==> src/rtl/piso_serializer.sv <==
// Parallel-in, serial-out serializer: accepts a DEPTH-bit word on a valid/ready
// handshake and shifts it out MSB-first, one bit per enabled cycle.
module piso_serializer #(
  parameter int DEPTH = 6
) (
  input  logic             clk,
  input  logic             rst,
  input  logic             enable,
  input  logic             load_valid,
  input  logic [DEPTH-1:0] load_data,
  output logic             load_ready,
  output logic             dout,
  output logic             dout_valid,
  output logic             first,
  output logic             last,
  output logic             busy
);

  localparam int CW = (DEPTH > 1) ? $clog2(DEPTH) : 1;
  localparam logic [CW-1:0] CNT_LAST = CW'(DEPTH - 1);

  typedef enum logic {IDLE, SHIFT} state_t;

  state_t           state_q;
  logic [DEPTH-1:0] sreg_q;
  logic [CW-1:0]    cnt_q;

  logic shifting;
  logic at_last;
  logic accept;

  assign shifting = (state_q == SHIFT);
  assign at_last  = (cnt_q == CNT_LAST);

  // Ready on the last-bit cycle too, so a new word follows with no gap.
  assign load_ready = enable && (!shifting || at_last);
  assign accept     = load_valid && load_ready;

  assign dout       = shifting ? sreg_q[DEPTH-1] : 1'b0;
  assign dout_valid = shifting && enable;
  assign first      = dout_valid && (cnt_q == '0);
  assign last       = dout_valid && at_last;
  assign busy       = shifting;

  always_ff @(posedge clk) begin
    if (rst) begin
      state_q <= IDLE;
      sreg_q  <= '0;
      cnt_q   <= '0;
    end else if (accept) begin
      state_q <= SHIFT;
      sreg_q  <= load_data;
      cnt_q   <= '0;
    end else if (enable && shifting) begin
      if (at_last) begin
        state_q <= IDLE;
      end else begin
        sreg_q <= {sreg_q[DEPTH-2:0], 1'b0};
        cnt_q  <= cnt_q + 1'b1;
      end
    end
  end

endmodule
==> config.mk <==
export PLATFORM = sky130hd
export DESIGN_NAME = piso_serializer
export DESIGN_NICKNAME = d
export VERILOG_FILES = /design/src/rtl/piso_serializer.sv
export SDC_FILE = /design/constraint.sdc
export NUM_CORES = 1
export LEC_CHECK = 0
export CAP_MARGIN = 20
export CORE_AREA = 4 4 41 43
export CTS_CLUSTER_SIZE = 25
export DETAILED_ROUTE_END_ITERATION = 10
export DIE_AREA = 0 0 45 47
export GPL_TIMING_DRIVEN = 0
export MAX_ROUTING_LAYER = met4
export PLACE_DENSITY = 0.72
export RECOVER_POWER = 50
export SLEW_MARGIN = 15
export SYNTH_ARGS = -nofsm -noshare
export SYNTH_HDL_FRONTEND = slang
export SYNTH_SLANG_ARGS = --single-unit
==> constraint.sdc <==
create_clock -name clk -period 2.3 [get_ports clk]
set_input_delay 0.69 -clock clk [delete_from_list [all_inputs] [get_ports clk]]
set_output_delay 0.69 -clock clk [all_outputs]
set_load 0.01 [all_outputs]
==> run_results.csv, run 1 <==
group,metric,value,unit
routing,drc,0,
critical_path,slowest_delay,0.35,ns
routing,wl_met1,609,um
critical_path,required,1.61,ns
min_path,hp-class,"flop to flop",
power_and_ir_drop,p_sw,0.102,mW
timing,finalHoldViolCount,0,
timing,finClkSkew,0.00277,ns
layout,syn2layout_area_growth,38.4,%
placement,dpl_cell_area,726,um^2
timing,fin_crit,2.25,ns
power_and_ir_drop,leakagePower,0.273,nW
routing,via_count,572,
routing,maxUsedRoutingLayer,"met4",
placement,portBuffers,14,
routing,wirelength,1430,um
timing,slew_viol_final,0,
clock_network,htreeDepth,1,
layout,fin_area,785,um^2
power_and_ir_drop,p_total,0.412,mW
logic_synthesis,synth_area_leaders,"dfxtp_1, nand3_1, ha_1, o211ai_1, a21oi_1",
critical_path,critPathArrivalTime,1.56,ns
global_routing,grt_pass1_wl,2460,um
routing,ant_nets,0,
routing,drtPass1Iterations,4,
layout,final_common_cell,"nand3_1",
timing,worstMarginPinSlew,0.407,ns
die,floorplan.initialDensity,0.436,
global_routing,first_global_vias,571,
die,rows,13,
layout,layout.nets,100,
logic_synthesis,yosysUniqueCellTypes,26,
timing,min_period_over_period,0.979,
layout,utilization,0.603,
routing,avgRoutedWirePerCell,14.2,um
routing,drt_iter0_drc,10,
timing,rsz0062_at_grt,"true",
clock_network,clkTransAtPathRegs,0.07,ns
timing,finalSetupViolCount,0,
global_routing,overflow,0,
clock_network,cts_buffers,3,
global_routing,grt_max_degree,11,
layout,drive_gt1_frac,0.186,
run_status,status,"finished, final reports clean",
placement,finalWeightedCongestion,0.849,
clock_network,cts_buffer_depth,2,
critical_path,cp-start-kind,"primary input",
timing,setup_ws,0.0472,ns
timing,max_clock_freq,444,MHz
critical_path,setup.worst_path.class,"primary input to output port",
layout,antenna_cells,0,
clock_network,holdBufCountCts,0,
logic_synthesis,synthesis.nets,81,
layout,final_cell_mix,"nand3_1, dfxtp_1, clkdlybuf4s50_1",
logic_synthesis,ys_ff_latch,10,
routing,wl_met3,66,um
routing,wl_met2,730,um
die,die-area,2120,um^2
layout,nFillCells,138,
routing,vias_per_cell,5.66,
critical_path,crit_chain,"clkdlybuf4s15_2 > nand2_2 > clkinv_1 > dlygate4sd2_1",
die,core_area,1300,um^2
global_routing,grt.total_usage,0.170,
logic_synthesis,syn_area_per_cell,8.34,um^2
logic_synthesis,synth_area,567,um^2
logic_synthesis,synth_warnings,0,
die,die_w,45,um
die,die_h,47,um
clock_network,postCtsSetupRepairBufs,0,
power_and_ir_drop,switching_share,0.247,
power_and_ir_drop,seqPwrFrac,0.453,
logic_synthesis,yosysTopAreaCell,"dfxtp_1",
critical_path,critPathCaptureType,"output port",
placement,hpwl,1010,um
power_and_ir_drop,p_comb_frac,0.155,
critical_path,worst_path_max_delay_cell,"dlygate4sd2_1",
logic_synthesis,synth_cells,68,
logic_synthesis,synth-seq-area-share,0.353,
power_and_ir_drop,p_clk_frac,0.392,
timing,setup_tns,0,ns
clock_network,cts_tree,"done",
critical_path,crit_fanout,8,
global_routing,antenna_found_initial,0,
power_and_ir_drop,vdd_drop_max,0.330,mV
power_and_ir_drop,p_int,0.310,mW
placement,place_ws,-0.683,ns
timing,slew-limit-headroom,0.729,
die,boundaryPins,16,
clock_network,clkSinkCount,10,
power_and_ir_drop,p_per_area,525,nW/um^2
logic_synthesis,yosysTopAreaCellShare,0.353,
clock_network,insertion_delay,0.27,ns
clock_network,cts-root-buf,"clkbuf_4",
run,drv_cap,0,
==> flip-flops by register name, indices dropped and copies added (netlist names) <==
register,flops
sreg_q,6
cnt_q,3
busy,1
==> area by class of cell <==
class,count,area [um^2],share of cell area
Sequential cell,10,201,0.257
Multi-Input combinational cell,50,353,0.450
Timing Repair Buffer,14,134,0.171
Clock buffer,4,36.3,0.0463
Inverter,4,15.0,0.0191
Buffer,4,26.3,0.0335
Tap cell,15,18.8,0.0239
==> cell usage after synthesis <==
master    number
nand3_1       12
o221ai_2       1
buf_1          1
and2_1         4
a21o_1         1
clkinv_1       1
nor3_1         1
dfxtp_1       10
nand2_1        2
o21ai_1        3
a21boi_0       1
or3_1          1
ha_1           3
o211ai_1       4
buf_6          1
a21oi_1        5
a21bo_2        1
nor2_1         2
nand2_2        1
inv_1          3
buf_2          2
a211oi_2       1
nor3b_1        1
o31ai_1        1
a32oi_1        1
a31oi_1        4
==> logic make-up (layout without fill, tap and decap cells) <==
| logic type | after synthesis | count (layout) | share of synthesized area |
|---|---|---|---|
| buffers and inverters | 8 | 26 | 0.0706 |
| AOI/OAI and AO/OA | 23 | 23 | 0.289 |
| and+or+nand+nor | 24 | 24 | 0.221 |
| DFF | 10 | 10 | 0.353 |
| adders and majority gates | 3 | 3 | 0.0662 |
==> critical path: cells and delay by family <==
kind	cells	cell delay, ns
AND/OR/NAND/NOR	1	0.11
buffers and inverters	3	0.77
==> power by group through the flow <==
| stage | combinational (mW) | clock, mW | sequential, mW |
|---|---|---|---|
| floorplan | 0.0334 | 0 | 0.189 |
| finish | 0.0637 | 0.161 | 0.187 |
| global placement | 0.0635 | 0 | 0.190 |
| CTS | 0.0633 | 0.167 | 0.186 |
| global route | 0.0706 | 0.175 | 0.188 |
| detailed placement | 0.0637 | 0 | 0.190 |
==> stage by stage <==
stage          hold WS (ns)  std cells
2_1_floorplan         0.452         68
3_3_place_gp          0.468         97
3_5_place_dp          0.475         97
4_1_cts               0.485        101
5_1_grt               0.500        101
6_report              0.482        101
==> timing repair <==
item                       4_1_cts  5_1_grt
hold endpoints to repair         0        0
setup endpoints to repair        4        4
gates resized for setup         13        5
pin swaps                        0        1
==> routing by layer <==
layer | GRT usage | vias to the layer above
met2 | 0.277 | 15
li1 | - | 286
met4 | 0.0877 | 0
met1 | 0.196 | 267
met3 | 0.0345 | 4
met5 | - | -
==> final timing paths <==
check | depth (start not counted) | startpoint | slack, ns | endpoint
max reg2reg | 6 | cnt_q[1]$_SDFFE_PP0P_ | 1.00 | sreg_q[1]$_SDFFE_PP0P_
min reg2reg | 2 | sreg_q[0]$_SDFFE_PP0P_ | 0.48 | sreg_q[0]$_SDFFE_PP0P_
max | 4 | enable | 0.05 | dout_valid
min | 2 | sreg_q[0]$_SDFFE_PP0P_ | 0.48 | sreg_q[0]$_SDFFE_PP0P_
No activity file was read; power rests on OpenSTA's default activity.
==> run 2: changes to the inputs <==
ABC_AREA = 0   (was unset)
==> results of run 2 <==
Same layout as run 1: the final DEF is identical, and so are final timing and power.
